**config.mk**
```make
export PLATFORM = sky130hd
export DESIGN_NAME = fetch_controller
export DESIGN_NICKNAME = d
export VERILOG_FILES = /design/src/rtl/fetch_controller.sv
export SDC_FILE = /design/constraint.sdc
export NUM_CORES = 1
export LEC_CHECK = 0
export ABC_CLOCK_PERIOD_IN_PS = 2600
export CAP_MARGIN = 25
export CORE_MARGIN = 1.5
export CORE_UTILIZATION = 37
export DETAILED_ROUTE_END_ITERATION = 7
export PLACE_DENSITY_LB_ADDON = 0.2
export SETUP_SLACK_MARGIN = 0.2
export SYNTH_ARGS = -nofsm -noshare
export SYNTH_HDL_FRONTEND = slang
export SYNTH_SLANG_ARGS = --single-unit
```
**constraint.sdc**
```tcl
create_clock -name clk -period 2.6 [get_ports clk]
set_input_delay 0.78 -clock clk [delete_from_list [all_inputs] [get_ports clk]]
set_output_delay 0.78 -clock clk [all_outputs]
set_load 0.03 [all_outputs]
```
**src/rtl/fetch_controller.sv**
```systemverilog
// rtl/fetch_controller.sv - fetch-stage sequencer: PC register, imem handshake, decode hold, branch redirect
`ifndef WORD
`define WORD 64
`endif

module fetch_controller #(
  parameter int               WIDTH    = `WORD,
  parameter logic [WIDTH-1:0] RESET_PC = '0,
  parameter int               INC      = 4
) (
  input  logic             clk,
  input  logic             reset,
  input  logic             stall,
  input  logic             branch_taken,
  input  logic [WIDTH-1:0] branch_target,
  output logic             imem_req,
  output logic [WIDTH-1:0] imem_addr,
  input  logic             imem_ack,
  input  logic [31:0]      imem_data,
  output logic [31:0]      instr,
  output logic [WIDTH-1:0] instr_pc,
  output logic             instr_valid,
  output logic [WIDTH-1:0] pc,
  output logic [31:0]      delivered_count
);

  typedef enum logic [1:0] {BOOT, FETCH, DELIVER} state_t;

  localparam logic [WIDTH-1:0] ALIGN_MASK = ~WIDTH'(3);
  localparam logic [WIDTH-1:0] INC_W      = WIDTH'(INC);

  state_t           state, state_nxt;
  logic [WIDTH-1:0] pc_nxt, instr_pc_nxt, target_aligned;
  logic [31:0]      instr_nxt, count_nxt;

  assign target_aligned = branch_target & ALIGN_MASK;
  assign imem_req       = (state == FETCH);
  assign instr_valid    = (state == DELIVER);
  assign imem_addr      = pc;

  always_ff @(posedge clk or negedge reset) begin
    if (!reset) begin
      state           <= BOOT;
      pc              <= RESET_PC;
      instr           <= '0;
      instr_pc        <= '0;
      delivered_count <= '0;
    end else begin
      state           <= state_nxt;
      pc              <= pc_nxt;
      instr           <= instr_nxt;
      instr_pc        <= instr_pc_nxt;
      delivered_count <= count_nxt;
    end
  end

  // Branch outranks both a same-cycle ack and a decode stall.
  always_comb begin
    state_nxt    = state;
    pc_nxt       = pc;
    instr_nxt    = instr;
    instr_pc_nxt = instr_pc;
    count_nxt    = delivered_count;
    case (state)
      BOOT: state_nxt = FETCH;
      FETCH: begin
        if (branch_taken) begin
          pc_nxt = target_aligned;
        end else if (imem_ack) begin
          instr_nxt    = imem_data;
          instr_pc_nxt = pc;
          pc_nxt       = pc + INC_W;
          state_nxt    = DELIVER;
        end
      end
      DELIVER: begin
        if (branch_taken) begin
          pc_nxt    = target_aligned;
          state_nxt = FETCH;
        end else if (!stall) begin
          count_nxt = delivered_count + 32'd1;
          state_nxt = FETCH;
        end
      end
      default: state_nxt = BOOT;
    endcase
  end

endmodule

```
-- Yosys cells after proc, flatten, opt, wreduce, memory -nomap -nowiden
Index checks and enable logic that the tools add are counted.
- memory bits (read-only): 0
- logic and storage cells: 31
- output and inout bits: 258
- input bits: 101
- memory bits (writable): 0
- flip-flop bits (word level): 194
- bits in latches: 0
- memories: 0
- muxes and demuxes: 9
- add/sub/neg operators: 2
- reduce and logical (&&, ||, !) cells: 6
- multiply operators: 0
- divide/modulo/power cells: 0
- bitwise gates (word level): 2
- shift-type cells: 0
- order comparisons: 0
- eq/ne operators: 7
- operator list (operator ; count):
    $mux W64 ; 3
    $pmux W64 S2 ; 1
    $add A64 B3 Y64 const B ; 1
    $add A32 B1 Y32 const B ; 1
    $reduce_and A3 Y1 ; 4
    $mux W2 ; 4
    $pmux W2 S3 ; 1
    $ne A2 B2 Y1 const B ; 2
    $ne A3 B2 Y1 const B ; 1
    $ne A3 B3 Y1 const B ; 1
    $eq A2 B1 Y1 const B ; 1
    $eq A2 B2 Y1 const B ; 1
    $logic_not A2 Y1 ; 1
    $ne A2 B1 Y1 const B ; 1
    $not A1 Y1 ; 2
    $reduce_bool A2 Y1 ; 1

-- Logic depth before layout (Yosys ltp)
Gate-level depths: netlist (run 1).
- depth in word-level cells: 4
- depth in mapped cells: 10
- mapped depth without buffers: 7

-- Worst setup path after synthesis (run 1)
No wires, ideal clock.
- path kind: reg2reg
- start: reg state[0]
- end: reg pc[63] (netlist: imem_addr[63])
- data required time: 2.480 ns
- cell stages (with the launch flop): 10
- clock period less this slack: 2.350 ns
- data arrival time: 2.230 ns
- path slack: 0.250 ns
- path through: dfrtp_1 > inv_1 > ha_1 > buf_2 > or2_1 > clkbuf_1 > or3_1 > nor2_2 > nand4_1 > o211a_1
- word-level cells in the longest chain between the ends: 3
- elaborated cells between the ends (all ways): 7
- RTL lines (what ; RTL line ; source):
    start, declared ; 32 ; state_t state, state_nxt;
    start signal, assigned ; 49 ; state <= state_nxt;
    $eq A2 B2 Y1 * ; -- ;
    via instr_valid ; 22 ; output logic instr_valid,
    $ne A2 B2 Y1 (no line) or $reduce_bool A2 Y1 (tied branches) ; -- ;
    $reduce_and A3 Y1 (no line) ; -- ;
    end signal, assigned ; 50 ; pc <= pc_nxt;
    end, declared ; 23 ; output logic [WIDTH-1:0] pc,
Mark *: on every way through the listed nets, which the timed path passes. The rest lies on a longest branch.
A chain may end at the register's enable or synchronous reset.

-- Final worst setup path (run 1)
- start: reg pc[36] (netlist: imem_addr[36])
- end: out pc[36]
No word-level cell between the ends.

==> impl.org, run 1 <==
** Yosys
- Synthesized area divided by synthesized cell count :: 10.6 sq um
- Multiplexer share of the synthesized area :: 10.4%
- Post-synth EDFFs :: 0
- Summing the areas of all xor and xnor instances in the mapped netlist gives 2.78% of the synthesized area.
- After Yosys synthesis, full adders, half adders and majority gates account for 0.770% of the synthesized area.
- Largest family of logic cells by synthesized area :: simple AND/OR/NAND/NOR gates
- Yosys printed 0 warnings.
- Netlist Area Pre-Place :: 9760 sq um
- Sequential area share after synthesis :: 48.7%
- Synth Area in Compound Gates :: 10.6%
- For this run, asynchronously set or reset flops after synthesis account for 100%.
- Counting every instance in the synthesized netlist gives 920.
- Fraction of the mapped netlist area in simple logic gates :: 18.8%
- The biggest area contributor in the post-synthesis netlist is dfrtp_1.
- Fraction of synthesized cell area taken by the top area cell type :: 48.7%
- Yosys instantiated no cell more often than dfrtp_1.
- Number of synthesized register bits :: 190
- The commonest cells after synthesis are dfrtp_1 (190), mux2_2 (90), buf_4 (70).
- Among all flip-flop cells after synthesis, the most frequent one is dfrtp_1.
- In this run, distinct cell masters in the synthesized netlist total 64.
- Yosys attributes the largest share of cell area to dfrtp_1 (49%), mux2_2 (10%), buf_4 (5.4%).

** Clock tree
- Counting along the longest clock path gives a buffer depth of 2.
- For this design, the CTS-stage hold fixing added 0 buffers.
- The H-tree generated during clock tree synthesis spans 4 levels.
- Inserted Clock Buffers :: 17
- Skew-Pair Late Insertion Delay :: 0.44 ns
- Root cell of the clock tree :: clkbuf_16
- Sink count of the clock tree :: 190
- TritonCTS built the clock tree.
- Clk slew on worst S/H paths :: 0.08 ns

** Critical path
- Along the worst path, the maximum fanout reaches 3.
- Among cell families on the critical path, the largest total delay comes from buffers and inverters.
- Setup slack on the worst flop-to-flop path :: 0.26 ns
- Worst-case reg-to-reg path depth :: 5
- The worst register-to-register path begins at imem_addr[12]$_DFFE_PN0P_.
- For the worst setup path, the data required time is 1.82 ns.
- Delay contributed by the slowest stage of the critical path :: 0.71 ns
- Critical path class :: reg2out
- Cell chain of the critical path :: clkdlybuf4s50_1
- Data arrival at the endpoint of the critical path :: 1.59 ns
- Worst setup path endpoint :: pc[36]
- Crit path depth :: 1
- Source of the critical timing path :: imem_addr[36]$_DFFE_PN0P_
- STA classifies the critical path endpoint as an output pin.
- Sum of buffers and inverters on the critical path :: 1
- Slowest stage cell on the critical path :: clkdlybuf4s50_1
- The worst register-to-register path ends at imem_addr[61]$_DFFE_PN0P_.
- Kind of start point of the critical path :: flip-flop

** Timing
- Tightest Pin Transition :: 0.519 ns
- Clock period minus final worst setup slack :: 2.37 ns
- Remaining max-slew budget at the tightest pin :: 65.4%
- Period utilization :: 91.0%
- Setup TNS :: 0 ns
- Based on the critical path, the design can be clocked at up to 0.423 GHz.
- Once routing completed, OpenROAD measured the worst setup slack at 0.234 ns.
- Unrepaired setup endpoints after global routing :: false
- Setup violations remaining at the end of the flow were counted as 0.
- Across the routed clock network, the largest skew measured is 0.0197 ns.
- Number of pins with negative max-slew slack in the final report :: 0
- Hold Vio Cnt, Final :: 0

** Floorplan
- Die W :: 165 um
- Die Area :: 27,300 sq um
- Area inside the core boundary :: 26,000 sq um
- Number of I/O pins :: 359
- Initial core utilization :: 37.5%
- Row generation in the floorplan step produced 59 rows.
- Vertical die dimension :: 165 um

** Global routing
- The number of antenna violations at the first check in global routing was 1.
- The first global-routing pass estimated 47,200 um of wire.
- Pin count of the biggest net entering global routing :: 58
- Global routing used 22.5% of the available tracks across all layers.
- Vias in the first global route :: 8,216
- Sum of overflow across all layers after global routing :: 0

** Min path
- Min-Delay Path Class :: in2async

** Run
- Across the run, the number of max-cap violations was 0.

** Route
- Wire length per cell :: 19.4 um
- Total DRC errors in the routed layout :: 0
- The routed layout has 8,604 vias.
- Starting DRC count in detailed routing :: 502
- Dividing the detail-routed via count by the number of cells gives 5.36.
- The count of nets left with antenna violations once routing finished came out at 0.
- After detailed routing, the total wire length is 31,100 um.
- The pre-antenna-repair detailed-routing pass consisted of 5 iterations.

** Layout
- Layout Area Growth over Synthesis :: 46.7%
- The final layout contains 1,363 nets.
- Final design utilization :: 55.1%
- Layout cell share with drive strength beyond 1 :: 19.5%

** Placement
- Pre-CTS setup slack :: -0.157 ns
- Buffers added on ports :: 350
- At the end of routability-driven placement, the weighted congestion stood at 0.956.
- Detail Placement HPWL :: 23,200 um

** Power
- Static power due to leakage :: 6.07 nW
- IR analysis of the VDD net gives a maximum drop of 678 uV.
- Overall power consumption :: 0.0198 W
- Power spread over the standard cell area amounts to 1380 nW/um^2.

** Status
- Run status :: complete, no violations
==> worst register-to-register path, stage by stage, from the launching register on <==
cell and delay [ns]:
dfrtp_1 0.48, and4_1 0.38, and4_1 0.40, nand4_1 0.39
nor4_1 0.43, o211a_1 0.19
==> what timing repair did <==
item                       4_1_cts  5_1_grt
resized for setup              102       45
setup endpoints to repair      103       53
setup buffers                    0        2
pin swaps                        0        2
==> layer usage <==
| layer | vias up | track usage [%] | part of all wire [%] |
|---|---|---|---|
| li1 | 3997 | - | - |
| met1 | 4239 | 29.5 | 42 |
| met2 | 344 | 38.3 | 50 |
| met3 | 24 | 4.35 | 7.3 |
| met4 | 0 | 5.07 | 1.1 |
| met5 | - | 0 | 0 |
==> state kept, by name (all words and copies together), names as in the netlist <==
| signal | count |
|---|---|
| imem_addr | 62 |
| instr_pc | 62 |
| delivered_count | 32 |
| instr | 32 |
| state | 2 |
==> worst min path at each step <==
| stage | from | end | slack, ns |
|---|---|---|---|
| finish | reset | instr[14]$_DFFE_PN0P_ | 0.33 |
| global route | reset | instr[14]$_DFFE_PN0P_ | 0.34 |
| CTS | reset | instr_pc[57]$_DFFE_PN0P_ | 0.33 |
| detailed placement | instr_pc[52]$_DFFE_PN0P_ | instr_pc[52]$_DFFE_PN0P_ | 0.47 |
| global placement | delivered_count[31]$_DFFE_PN0P_ | delivered_count[31]$_DFFE_PN0P_ | 0.46 |
| floorplan | reset | delivered_count[0]$_DFFE_PN0P_ | 0.48 |
==> layout make-up <==
cell class,count,area [sq um]
clock inverters,14,148
diodes,1,2.50
fillers,2349,11700
repair buffers,428,4160
multi-input cells,610,4350
inverters,9,33.8
clock buffers,18,439
well taps,335,419
flip-flops and latches,190,4750
==> layout by cell type, fill, tap and decap left out, types with 25 or more instances in the layout <==
master and count:
nand3_1 42, a21oi_1 37, nand2_1 50, buf_4 68, nor3_1 29, dlymetal6s2s_1 29
dlygate4sd2_1 95, dfrtp_1 190, xnor2_1 25, nor2_1 61, clkdlybuf4s50_1 223, nand4_1 37
mux2_2 90
==> metrics by stage <==
step           hold WS (ns)  cell area (sq um)  std cells
6_report              0.326              14300       1605
3_3_place_gp          0.461              13700       1570
4_1_cts               0.334              14200       1602
2_1_floorplan         0.484               9770        925
5_1_grt               0.344              14300       1605
3_5_place_dp          0.471              13700       1570
==> power by group <==
group	internal [W]	switching, W
logic	0.00468	0.00687
registers	0.00421	0.00137
clock network	0.00131	0.00132
==> cell families after synthesis <==
kind of cell / count (synthesis)
AND/OR/NAND/NOR: 327
other: 1
XOR/XNOR: 31
buffers and inverters: 125
flip-flops: 190
multiplexers: 90
AO/OA/AOI/OAI: 150
adder cells (fa/ha/maj): 6
No activity file was read; power rests on OpenSTA's default activity.
==> run 2: changes to the inputs <==
--- a/config.mk
+++ b/config.mk
@@ -15,3 +15,4 @@
 export SYNTH_ARGS = -nofsm -noshare
 export SYNTH_HDL_FRONTEND = slang
 export SYNTH_SLANG_ARGS = --single-unit
+export TNS_END_PERCENT = 10
==> run 2 against run 1 <==
Net effect:
- final cell count is the same
- critical path depth is the same
- clock skew shrank 0.0016 ns
- register-to-register slack is essentially flat
- global-route usage is essentially flat
- cell area is essentially flat
- non-clock buffer count is the same
- total power grew 2.2%
- worst hold slack lost 0.0041 ns
- routed wire length shrank 0.13%
- clock-buffer cell count is the same
- largest cell class unchanged
- highest routed layer unchanged
==> impl.org, run 2 (same netlist as run 1, synthesis figures left out) <==
** Critical path
- Top Family by Delay on Critical Path :: buffers and inverters (unchanged)
- Worst R2R End :: imem_addr[39]$_DFFE_PN0P_ (was imem_addr[61]$_DFFE_PN0P_)
- Largest fanout on the critical path :: 8 (was 3)
- Worst-case reg-to-reg path depth :: 10 (was 5)
- Data arrival at the endpoint of the critical path :: 1.76 ns (was 1.59 ns)
- Delay contributed by the slowest stage of the critical path :: 0.75 ns (was 0.71 ns)
- The required time of the worst setup path came to 1.82 ns (about the same).
- The register-to-register setup slack is 0.25 ns (was 0.26 ns).
- Cell chain of the critical path :: clkdlybuf4s50_1 (unchanged)
- Kind of start point of the critical path :: flip-flop (unchanged)
- Endpoint class of the critical path :: output pin (unchanged)
- Slowest stage cell on the critical path :: clkdlybuf4s50_1 (unchanged)
- Critical path class :: reg2out (unchanged)
- The critical path buffer and inverter count came to 1 (unchanged).
- Origin of the critical flop-to-flop path :: state[0]$_DFFE_PN0P_ (was imem_addr[12]$_DFFE_PN0P_)

** Layout
- Non-Filler Cell Area, Final :: 14,300 sq um (about the same)
- Final design utilization :: 55.1% (about the same)
- Number of cells in the finished layout apart from fillers :: 1,605 (unchanged)
- Post-layout net count :: 1,363 (unchanged)
- Highest-count cells in the layout ignoring fill and taps: clkdlybuf4s50_1 (328), dfrtp_1 (190), mux2_2 (90) (was clkdlybuf4s50_1 (223), dfrtp_1 (190), dlygate4sd2_1 (95)).
- Layout Area Growth over Synthesis :: 46.9% (was 46.7%)
- Commonest non-fill, non-tap cell in the layout :: clkdlybuf4s50_1 (unchanged)
- Layout cell share with drive strength beyond 1 :: 18.8% (was 19.5%)

** Route
- The per-cell via count in the routed design is 5.38 (was 5.36).
- The DRC violations left is 0 (unchanged).
- Starting DRC count in detailed routing :: 447 (was 502)
- Wire length per cell :: 19.4 um (about the same)
- First-pass DRT Iterations :: 5 (unchanged)
- Count of vias placed by the detailed router :: 8,642 (was 8,604)
- The total routed wirelength came to 31,100 um (about the same).
- Routed Antenna Nets :: 0 (unchanged)

** Run
- Max Cap Viol :: 0 (unchanged)

** Clock tree
- Inserted Clock Buffers :: 17 (unchanged)
- TritonCTS clock tree :: built (unchanged)
- Clk slew on worst S/H paths :: 0.08 ns (about the same)
- Hold-fix buffers, CTS :: 0 (unchanged)
- Worst-case clock buffer depth :: 2 (unchanged)
- The clock latency on the worst-skew pair was 0.44 ns (about the same).
- The total number of H-tree levels is 4 (unchanged).
- The number of clock sinks is 190 (unchanged).
- Root cell of the clock tree :: clkbuf_16 (unchanged)

** Timing
- The post-route clock skew came to 0.0182 ns (was 0.0197 ns).
- Setup TNS :: 0 ns (unchanged)
- Final-layout worst hold slack :: 0.322 ns (was 0.326 ns)
- The final count of pins violating max slew was 0 (unchanged).
- Hold Vio Cnt, Final :: 0 (unchanged)
- The normalized max-slew margin came to 64.3% (was 65.4%).
- The period utilization is 97.5% (was 91.0%).
- Clock period minus final worst setup slack :: 2.54 ns (was 2.37 ns)
- The slew at the pin closest to its max-slew limit came to 0.535 ns (was 0.519 ns).
- The total of endpoints with negative setup slack in the final report was 0 (unchanged).
- Unrepaired setup endpoints after global routing: true (was false).
- The fmax came to 0.394 GHz (was 0.423 GHz).

** Placement
- Post-placement cell area :: 13,700 sq um (unchanged)
- DP Cell Count :: 1,570 (unchanged)
- The placed wire-length estimate was 23,200 um (unchanged).
- Buffers added on ports :: 350 (unchanged)
- Placer Congestion :: 0.956 (unchanged)

** Floorplan
- Initial core utilization :: 37.5% (unchanged)
- The number of cell rows came to 59 (unchanged).
- The chip height came to 165 um (unchanged).
- Die W :: 165 um (unchanged)
- Die Area :: 27,300 sq um (unchanged)
- The count of pins on the block boundary is 359 (unchanged).
- Area inside the core boundary :: 26,000 sq um (unchanged)

** Power
- The power density over the cells came to 1410 nW/um^2 (was 1380 nW/um^2).
- The peak supply drop came to 725 uV (was 678 uV).
- Static power due to leakage :: 5.83 nW (was 6.07 nW)

** Status
- Run status :: complete, no violations (unchanged)

** Global routing
- Sum of overflow across all layers after global routing :: 0 (unchanged)
- The global-route wire length before repair was 47,100 um (was 47,200 um).
- The largest net degree at the start of global routing was 58 (unchanged).
- Vias in the first global route :: 8,225 (was 8,216)
- Number of antenna violations at the first check in global routing :: 1 (unchanged)
- All-layer global routing usage :: 22.5% (about the same)

** Min path
- The path type of the worst min-delay path is in2async (unchanged).
run 2: changes by cell type in the layout (fill, tap and decap cells not counted), sizes merged:
cell / delta
clkdlybuf4s15: +1
clkdlybuf4s50: +105
dlymetal6s2s: -18
dlygate4sd2: -87
buf: -1
run 2: cell type report:
cell class                 count  area, sq um
clock inverter                14          148
fill                        2315        11700
timing repair buffer         428         4230
tap                          335          419
multi-input combinational    610         4300
clock buffer                  18          439
sequential                   190         4750
inverter                       9         33.8
antenna                        1         2.50
run 2: power by group:
part,switching [W],internal [W]
registers,0.00139,0.00421
clock network,0.00133,0.00131
logic,0.00684,0.00511
total,0.00957,0.0106
run 2: repair_timing:
action / 4_1_cts / 5_1_grt
resized for setup: 13 / 15
pin swaps: 0 / 0
buffers inserted: 0 / 2
endpoints found under the setup margin: 103 / 141
run 2: worst max-delay path by stage:
| stage | from | endpoint | slack, ns | cells after the start |
|---|---|---|---|---|
| 3_5_place_dp | branch_taken | imem_addr[43]$_DFFE_PN0P_ | -0.16 | 9 |
| 4_1_cts | state[0]$_DFFE_PN0P_ | instr_valid | 0.04 | 3 |
| 5_1_grt | imem_addr[33]$_DFFE_PN0P_ | pc[33] | 0.04 | 1 |
| 3_3_place_gp | branch_taken | imem_addr[28]$_DFFE_PN0P_ | -0.16 | 6 |
| 6_report | imem_addr[31]$_DFFE_PN0P_ | imem_addr[31] | 0.06 | 1 |
| 2_1_floorplan | state[0]$_DFFE_PN0P_ | imem_addr[63]$_DFFE_PN0P_ | 0.25 | 9 |
run 2: routing by layer:
metal,global-route usage [%],share of wire [%]
met5,0,0
met1,29.5,42
met2,38.3,49
met3,4.35,7.3
met4,5.07,1.5
run 2: through the flow:
stage                     power, W  setup slack, ns
after global routing        0.0213           0.0420
after global placement      0.0175           -0.158
after detailed placement    0.0177           -0.157
after floorplan             0.0127            0.250
after CTS                   0.0203           0.0372
final                       0.0202           0.0647
